### config.mk
export PLATFORM = sky130hd
export DESIGN_NAME = jpeg_fdct
export DESIGN_NICKNAME = d
export VERILOG_FILES = /design/src/rtl/jpeg_fdct.sv
export SDC_FILE = /design/constraint.sdc
export NUM_CORES = 2
export LEC_CHECK = 0
export ABC_CLOCK_PERIOD_IN_PS = 20200
export BUFFER_PORTS_ARGS = -buffer_cell sky130_fd_sc_hd__buf_2
export CELL_PAD_IN_SITES_DETAIL_PLACEMENT = 0
export CELL_PAD_IN_SITES_GLOBAL_PLACEMENT = 1
export CORE_MARGIN = 1.5
export CORE_UTILIZATION = 54
export DETAILED_ROUTE_END_ITERATION = 16
export PLACE_DENSITY_LB_ADDON = 0.2
export REMOVE_ABC_BUFFERS = 1
export SLEW_MARGIN = 20
export SYNTH_ARGS = -nofsm -noshare
export SYNTH_HDL_FRONTEND = slang
export SYNTH_SLANG_ARGS = --single-unit
export TNS_END_PERCENT = 1
### constraint.sdc
create_clock -name clk_i -period 20.2 [get_ports clk_i]
set_input_delay 2.02 -clock clk_i [delete_from_list [all_inputs] [get_ports clk_i]]
set_output_delay 2.02 -clock clk_i [all_outputs]
set_load 0.01 [all_outputs]
### src/rtl/jpeg_fdct.sv
// jpeg_fdct: forward 8x8 2D DCT for the baseline JPEG encoder path.
// One block is held at a time. A row pass then a column pass share one
// multiply-accumulate unit (one product per cycle). Coefficients leave in
// raster order v*8+u.
//
// Optional feature macro: JPEG_FDCT_LEVEL_SHIFT_EN
//   defined   : inport_data_i is unsigned 0..255, the stored sample is data-128
//   undefined : inport_data_i is two's complement -128..127, sign-extended
//
// Ports:
//   clk_i            clock, rising edge
//   rst_ni           asynchronous active-low reset
//   img_start_i      synchronous abort/flush back to LOAD
//   inport_valid_i   input sample valid
//   inport_data_i    8-bit pixel sample
//   inport_idx_i     raster position y*8+x of the sample
//   inport_id_i      block tag, captured when idx 0 is accepted
//   inport_accept_o  high while the block buffer is loading
//   outport_valid_o  coefficient valid (held until accepted)
//   outport_data_o   signed coefficient F[v][u]
//   outport_idx_o    v*8+u
//   outport_id_o     tag of the current block
//   outport_accept_i downstream accepts the coefficient
module jpeg_fdct (
  input  logic        clk_i,
  input  logic        rst_ni,
  input  logic        img_start_i,
  input  logic        inport_valid_i,
  input  logic [7:0]  inport_data_i,
  input  logic [5:0]  inport_idx_i,
  input  logic [31:0] inport_id_i,
  output logic        inport_accept_o,
  output logic        outport_valid_o,
  output logic [15:0] outport_data_o,
  output logic [5:0]  outport_idx_o,
  output logic [31:0] outport_id_o,
  input  logic        outport_accept_i
);

  typedef enum logic [1:0] {
    LOAD,
    ROW,
    COL
  } state_t;

  state_t state, next_state;

  // cnt[8:6]: outer index (y in ROW, v in COL)
  // cnt[5:3]: u
  // cnt[2:0]: MAC tap (x in ROW, y in COL)
  logic [8:0]         cnt;
  logic signed [31:0] acc;
  logic signed [31:0] acc_sum;
  logic signed [15:0] rnd;
  logic signed [12:0] coef;
  logic signed [15:0] operand;
  logic signed [28:0] product;
  logic signed [8:0]  sample;

  logic signed [8:0]  s_buf [64];
  logic signed [15:0] t_buf [64];

  logic               in_fire;
  logic               out_fire;
  logic               out_valid;
  logic [15:0]        out_data;
  logic [5:0]         out_idx;
  logic [31:0]        out_id;

  // Cosine table C[k][n] = round(2048*c(k)*cos((2n+1)k*pi/16)).
  // (2n+1)k mod 32 is folded onto 0..8 quarter-wave magnitudes plus a sign.
  function automatic logic signed [12:0] cos_rom(input logic [2:0] k, input logic [2:0] n);
    logic [4:0]         m;
    logic [4:0]         r;
    logic               neg;
    logic signed [12:0] mag;
    m   = 5'(5'({n, 1'b1}) * 5'(k));
    r   = (m > 5'd16) ? 5'd0 - m : m;
    neg = (r > 5'd8);
    if (neg) r = 5'd16 - r;
    unique case (r[3:0])
      4'd0:    mag = 13'sd2048;
      4'd1:    mag = 13'sd2009;
      4'd2:    mag = 13'sd1892;
      4'd3:    mag = 13'sd1703;
      4'd4:    mag = 13'sd1448;
      4'd5:    mag = 13'sd1138;
      4'd6:    mag = 13'sd784;
      4'd7:    mag = 13'sd400;
      default: mag = 13'sd0;
    endcase
    if (k == 3'd0) return 13'sd1448;
    return neg ? -mag : mag;
  endfunction

`ifdef JPEG_FDCT_LEVEL_SHIFT_EN
  always_comb sample = 9'({1'b0, inport_data_i} - 9'd128);
`else
  always_comb sample = {inport_data_i[7], inport_data_i};
`endif

  assign in_fire         = inport_valid_i && (state == LOAD);
  assign out_fire        = out_valid && outport_accept_i;
  assign inport_accept_o = (state == LOAD);
  assign outport_valid_o = out_valid;
  assign outport_data_o  = out_data;
  assign outport_idx_o   = out_idx;
  assign outport_id_o    = out_id;

  // MAC operand selection: ROW multiplies C[u][x]*S[y][x],
  // COL multiplies C[v][y]*T[y][u].
  always_comb begin
    coef    = '0;
    operand = '0;
    if (state == ROW) begin
      coef    = cos_rom(cnt[5:3], cnt[2:0]);
      operand = 16'(s_buf[{cnt[8:6], cnt[2:0]}]);
    end else begin
      coef    = cos_rom(cnt[8:6], cnt[2:0]);
      operand = t_buf[{cnt[2:0], cnt[5:3]}];
    end
    product = 29'(coef) * 29'(operand);
    acc_sum = acc + 32'(product);
    rnd     = 16'((acc_sum + 32'sd2048) >>> 12);
  end

  always_ff @(posedge clk_i or negedge rst_ni) begin
    if (!rst_ni) state <= LOAD;
    else         state <= next_state;
  end

  always_comb begin
    next_state = state;
    unique case (state)
      LOAD:    if (in_fire && inport_idx_i == 6'd63) next_state = ROW;
      ROW:     if (cnt == 9'd511) next_state = COL;
      COL:     if (out_fire && cnt[8:3] == 6'd63) next_state = LOAD;
      default: next_state = LOAD;
    endcase
    if (img_start_i) next_state = LOAD;
  end

  always_ff @(posedge clk_i or negedge rst_ni) begin
    if (!rst_ni) begin
      cnt       <= '0;
      acc       <= '0;
      out_valid <= 1'b0;
      out_data  <= '0;
      out_idx   <= '0;
      out_id    <= '0;
    end else if (img_start_i) begin
      cnt       <= '0;
      acc       <= '0;
      out_valid <= 1'b0;
    end else begin
      unique case (state)
        LOAD: begin
          if (in_fire && inport_idx_i == 6'd0) out_id <= inport_id_i;
        end
        ROW: begin
          cnt <= cnt + 9'd1;
          acc <= (cnt[2:0] == 3'd7) ? '0 : acc_sum;
        end
        COL: begin
          // The tap counter wraps on its own; the (v,u) position advances
          // only on downstream acceptance so idx stays tied to held data.
          if (out_valid) begin
            if (outport_accept_i) begin
              out_valid <= 1'b0;
              cnt[8:3]  <= cnt[8:3] + 6'd1;
            end
          end else begin
            cnt[2:0] <= cnt[2:0] + 3'd1;
            if (cnt[2:0] == 3'd7) begin
              acc       <= '0;
              out_data  <= rnd;
              out_idx   <= cnt[8:3];
              out_valid <= 1'b1;
            end else begin
              acc <= acc_sum;
            end
          end
        end
        default: ;
      endcase
    end
  end

  // Buffers hold their contents across reset and flush.
  always_ff @(posedge clk_i) begin
    if (rst_ni && !img_start_i) begin
      if (in_fire) s_buf[inport_idx_i] <= sample;
      if (state == ROW && cnt[2:0] == 3'd7) t_buf[{cnt[8:6], cnt[5:3]}] <= rnd;
    end
  end

endmodule

### Word-level counts from Yosys, hierarchy flattened

Memories as Yosys holds them, arrays and structs flattened.
Index checks and enable logic that the tools add are counted.

| operators by class | value |
|---|---|
| add/subtract/negate cells | 11 |
| multiply operators | 3 |
| $lt $le $gt $ge | 4 |
| eq/ne operators | 12 |
| muxes and demuxes | 47 |
| bitwise operators | 2 |
| reductions and logical operators | 19 |

Operators with widths:

| kind | number |
|---|---|
| two-way mux 13 bit | 11 |
| two-way mux 32 bit | 3 |
| one-hot mux 32 bit (2 select lines) | 1 |
| adder 32 x 29 -> 32 bit | 1 |
| multiplier 13 x 16 -> 29 bit | 1 |
| adder 28 x 13 -> 28 bit, second input constant | 1 |
| negator 13 bit | 2 |
| one-hot mux 9 bit (2 select lines) | 1 |
| two-way mux 16 bit | 1 |
| two-way mux 4 bit | 4 |
| two-way mux 1 bit | 15 |
| != test 3 bit, second input constant | 5 |
| == test 6 bit, second input constant | 2 |
| two-way mux 6 bit | 2 |
| > comparator 5 x 4 -> 1 bit, second input constant | 2 |
| > comparator 5 bit, second input constant | 2 |
| multiplier 4 x 3 -> 5 bit | 2 |
| two-way mux 5 bit | 2 |
| subtractor 1 x 5 -> 5 bit, first input constant | 2 |
| adder 9 x 1 -> 9 bit, second input constant | 1 |
| == test 9 bit, second input constant | 1 |
| two-way mux 9 bit | 1 |
| AND reduction 3 bit | 3 |
| two-way mux 2 bit | 4 |
| other kinds (19) | 28 |

| storage, ports and cells | value |
|---|---|
| flip-flop bits (word level) | 98 |
| RAM bits | 1,600 |
| ROM bits | 192 |
| output and inout bits | 56 |
| word-level logic and storage cells | 110 |
| memories | 4 |

Memories:

| memory | words | bits a word | read ports | clocked after Yosys merged registers in | wr ports | RTL line | RTL |
|---|---|---|---|---|---|---|---|
| t_buf | 64 | 16 | 1 | 0 | 1 | 61 | `logic signed [15:0] t_buf [64];` |
| s_buf | 64 | 9 | 1 | 0 | 1 | 60 | `logic signed [8:0] s_buf [64];` |
| (name not given) | 8 | 12 | 1 | 0 | 0 | 81 | `unique case (r[3:0])` |
| (name not given) | 8 | 12 | 1 | 0 | 0 | 81 |  |

### Logic depth before layout (Yosys ltp)

An unclocked memory read counts as a cell.

| depth | value |
|---|---|
| depth in word-level cells | 19 |
| gate-level depth with buffers | 63 |
| mapped depth without buffers | 53 |

### Least setup slack after synthesis

OpenSTA, ideal clock, no wires.

| path | value |
|---|---|
| path type | register to register |
| start | reg cnt[0] |
| end | mem t_buf[0][15], data pin |
| setup time | 0.536 ns |
| data arrival time | 15.569 ns |
| setup slack | 4.095 ns |
| cell stages (with the launch flop) | 59 |
| cells stage by stage | dfrtp_1 > buf_2 > buf_4 > buf_2 > buf_2 > clkbuf_1 > clkbuf_1 > buf_1 > nand2_1 > fa_1 > inv_1 > ha_1 > fa_1 > xor2_1 > xnor3_1 > buf_4 > o21ai_0 > mux2i_1 > (+23 left out) > fa_1 > fa_1 > fa_1 > inv_1 > fa_1 > inv_1 > ha_1 > a21o_1 > a211oi_1 > o211ai_1 > a41o_1 > a21o_1 > a21oi_1 > xnor2_1 > o2111ai_1 > or4_1 > nor3_1 > xor2_1 |

| on the way | value |
|---|---|
| longest elaborated chain between the ends | 16 |

RTL lines:

| item | RTL line | RTL |
|---|---|---|
| start, declared | 51 | `logic [8:0] cnt;` |
| start signal, assigned | 161 | `cnt <= cnt + 9'd1;` |
| start signal, assigned | 173 | `cnt[2:0] <= cnt[2:0] + 3'd1;` |
| multiplier 4 x 3 -> 5 bit | 77 | `m = 5'(5'({n, 1'b1}) * 5'(k));` |
| subtractor 1 x 5 -> 5 bit / > comparator 5 bit (equally long branches) | 78 | `r = (m > 5'd16) ? 5'd0 - m : m;` |
| two-way mux 5 bit | 78 |  |
| subtractor 1 x 4 -> 4 bit / > comparator 5 x 4 -> 1 bit (equally long branches) | 80, 79 |  |
| two-way mux 4 bit | 80 | `if (neg) r = 5'd16 - r;` |
| two-way mux 4 bit | 115 | `if (state == ROW) begin` |
| memory (8 x 12 bit) | n/a |  |
| two-way mux 13 bit | 81 |  |
| two-way mux 13 bit | 115 |  |
| negator 13 bit | 93 | `return neg ? -mag : mag;` |
| two-way mux 13 bit (2 in series) | 93 |  |
| two-way mux 13 bit | 115 |  |
| multiplier 13 x 16 -> 29 bit * | 122 | `product = 29'(coef) * 29'(operand);` |
| adder 32 x 29 -> 32 bit * | 123 | `acc_sum = acc + 32'(product);` |
| adder 28 x 13 -> 28 bit * | 124 | `rnd = 16'((acc_sum + 32'sd2048) >>> 12);` |
| named net rnd[15] | 54 | `logic signed [15:0] rnd;` |
| end, declared | 61 |  |

The timed path passes the listed nets; every way through them passes the cells marked *. The select of a mux whose other input is x is not followed.

### Final worst setup path

| path | value |
|---|---|
| start | reg cnt[8] |
| end | mem t_buf[11][15], data pin |

Same word-level chain as after synthesis.

==> flow_summary.yaml <==
sta:
  min_period_over_period: 0.767
  fmax_ghz: 0.0646
  slew_headroom: 0.261
  finalHoldViolCount: 0
  drv_slew: 0
  finalSetupViolCount: 0
  finClkSkew_ns: 0.0666
  worstMarginPinSlew_ns: 1.11
  rsz0062_at_grt: "no"
  post-route-min-period_ns: 15.49
  setup_tns_ns: 0
  timing.hold.ws_ns: 0.468
worst_setup_path:
  critPathSlowestCell: "nor2_1"
  cp-start-kind: "flip-flop"
  cp.required_ns: 20.70
  path_class: "flip-flop to flip-flop"
  path_max_fanout: 64
  reg2reg_depth: 46
  max_stage_delay_ns: 0.84
  cp.arrival_ns: 15.98
  end_kind: "flip-flop"
logic_synthesis:
  synth_cells: 4773
  yosysMostFrequentCell: "edfxtp_1"
  async_flop_share: 0.0577
  syn_area_sq_um: 72700
  synth.area.top_cells: "edfxtp_1 63%, fa_1 6.2%, mux4_2 4.7%, dfrtp_1 3.2%, nand2_1 1.9%"
  synth_common_cells: "1,536 x edfxtp_1, 365 x nand2_1, 307 x nor2_1, 285 x inv_1, 227 x fa_1"
  ys_seq_area_frac: 0.667
  yosys_register_bits: 1630
  yosys.area.top_type: "edfxtp_1"
  synth_cell_types: 95
  avgSynthCellArea_sq_um: 15.2
  synth_warnings: 0
  synth_top_area_frac: 0.634
  synth_edf_count: 1536
  ys.flop_type: "edfxtp_1"
floorplanning:
  initial_core_util: 0.544
  die-area_sq_um: 137000
  ios: 107
  core_region_area_sq_um: 134000
  die_y_microns: 370
  rows: 134
  die_x_microns: 370
placement:
  detailed_place_hpwl_microns: 122000
  gp_routability_congestion: 0.869
  place_area_sq_um: 76000
  place_inst: 6542
  portBuffers: 106
run_status:
  status: "finished, violations left"
  failed_checks: "DRC"
route:
  vias: 43900
  drc: 4
  routed_wirelength_microns: 201000
  ant_nets: 0
  drt-vias-per-instance: 6.42
  drt_iter0_markers: 5587
  first_pass_iters: 11
  avgRoutedWirePerCell_microns: 29.4
pwr:
  p_total_mw: 8.25
  leakage_nw: 28.1
  p_per_area_nw_per_um2: 101
  peakVddDrop_v: 0.000237
clocking:
  cts_buffers: 163
  cts_setup_buffers: 0
  cts-root-buf: "clkbuf_16"
  cts_hold_buf: 0
  clock_path_buffers: 3
  cts_resized: 0
  cts_tree: "built"
  cts.sink_count: 1630
  clkLatencyLatePin_ns: 0.83
  ctsHtreeMaxLevel: 4
  path_clk_slew_ns: 0.06
final_layout:
  area_growth_pct: 11.9
  fin_cells: 6843
  final_area_sq_um: 81400
  nNetsFinal: 5318
  layout-drive-gt1-share: 0.159
  fill_cells: 9941
global_routing:
  grt_start_max_net_pins: 105
  grt_pass1_vias: 42900
  grt_usage: 0.296
  grt_pass1_wl_microns: 294000
  grt_overflow_total: 0
  antenna_found_initial: 12
worst_hold_path:
  min_path_type: "flip-flop to flip-flop"
  hold_path_depth: 2
run:
  drv_cap: 0
-- cell usage in the layout, fill, tap and decap left out, types with 29 or more instances in the layout --
| cell | n |
|---|---|
| buf_2 | 101 |
| mux2i_1 | 80 |
| nand2_1 | 359 |
| a22o_1 | 41 |
| nor4_1 | 34 |
| nand3_1 | 45 |
| ha_1 | 100 |
| dfrtp_1 | 88 |
| nor3_1 | 47 |
| a221oi_1 | 49 |
| a21oi_1 | 129 |
| a22oi_1 | 152 |
| xnor2_1 | 32 |
| nor2_1 | 283 |
| edfxtp_1 | 1536 |
| o21ai_0 | 143 |
| buf_4 | 152 |
| mux2_2 | 68 |
| clkbuf_16 | 163 |
| and2_1 | 45 |
| o22ai_1 | 175 |
| mux4_2 | 151 |
| clkinv_2 | 29 |
| clkinv_1 | 47 |
| inv_1 | 284 |
| fa_1 | 227 |
| nand4_1 | 43 |
-- metrics by stage --
step,setup WS [ns],utilization
5_1_grt,3.69,0.609
3_5_place_dp,4.94,0.569
4_1_cts,4.87,0.609
6_report,4.71,0.609
2_1_floorplan,-0.805,-
3_3_place_gp,5.28,0.568
-- state kept, by name (all words and copies together) (netlist names) --
register         flops
state                2
outport_data_o      16
outport_idx_o        6
acc                 28
outport_id_o        32
t_buf             1024
s_buf              512
cnt                  9
outport_valid_o      1
-- routing by layer --
layer	wire length, microns	vias to the layer above	global-route usage	share of wire
met5	87	-	0	0.00043
met1	82500	22700	0.436	0.41
met2	90900	2319	0.441	0.45
met4	5730	10	0.0882	0.029
met3	21700	332	0.0706	0.11
li1	-	18600	-	-
-- critical path: cells and delay by family (launching register included) --
| kind | cells | cell delay [ns] |
|---|---|---|
| fa+ha+maj | 11 | 4.56 |
| compound gates | 13 | 3.60 |
| simple gates | 8 | 3.19 |
| xor+xnor | 4 | 1.37 |
| buf+inv | 9 | 1.24 |
| flops | 1 | 0.71 |
| mux | 1 | 0.40 |
-- final cells by class --
| class | count | area, sq um | share of cell area |
|---|---|---|---|
| repair buffers | 258 | 1740 | 0.0213 |
| clock buffers | 191 | 4190 | 0.0515 |
| multi-input cells | 2594 | 22500 | 0.276 |
| flip-flops and latches | 1630 | 48500 | 0.596 |
| well taps | 1768 | 2210 | 0.0272 |
| diodes | 1 | 2.50 | 0.0000307 |
| clock inverters | 109 | 1170 | 0.0144 |
| inverters | 292 | 1100 | 0.0135 |
-- path summary, 6_finish.rpt --
kind	startpoint	end	slack (ns)
max	cnt[8]$_DFFE_PN0P_	t_buf[11][15]$_DFFE_PP_	4.71
min	outport_data_o[4]$_DFFE_PN0P_	outport_data_o[4]$_DFFE_PN0P_	0.47
max reg2reg	cnt[8]$_DFFE_PN0P_	t_buf[11][15]$_DFFE_PP_	4.71
min reg2reg	outport_data_o[4]$_DFFE_PN0P_	outport_data_o[4]$_DFFE_PN0P_	0.47
max in group asynchronous	rst_ni	outport_data_o[12]$_DFFE_PN0P_	17.45
min in group asynchronous	rst_ni	outport_id_o[4]$_DFFE_PN0P_	1.41
-- cells by family (layout without fill, tap and decap cells) --
family,count (synthesis),after routing,share of synthesized area
AOI/OAI and AO/OA,905,905,0.0849
xor gates and xnor gates,67,67,0.00877
adders and majority gates,329,329,0.0800
buffers and inverters,549,850,0.0294
DFF,1630,1630,0.667
muxes,301,301,0.0687
other,0,1,0
and+or+nand+nor,992,992,0.0617
-- power by group --
group	switching [mW]	internal, mW
Combinational	0.809	0.164
Sequential	0.00449	4.26
Clock	1.32	1.70
Total	2.13	6.12
(Power assumes the default switching activity.)
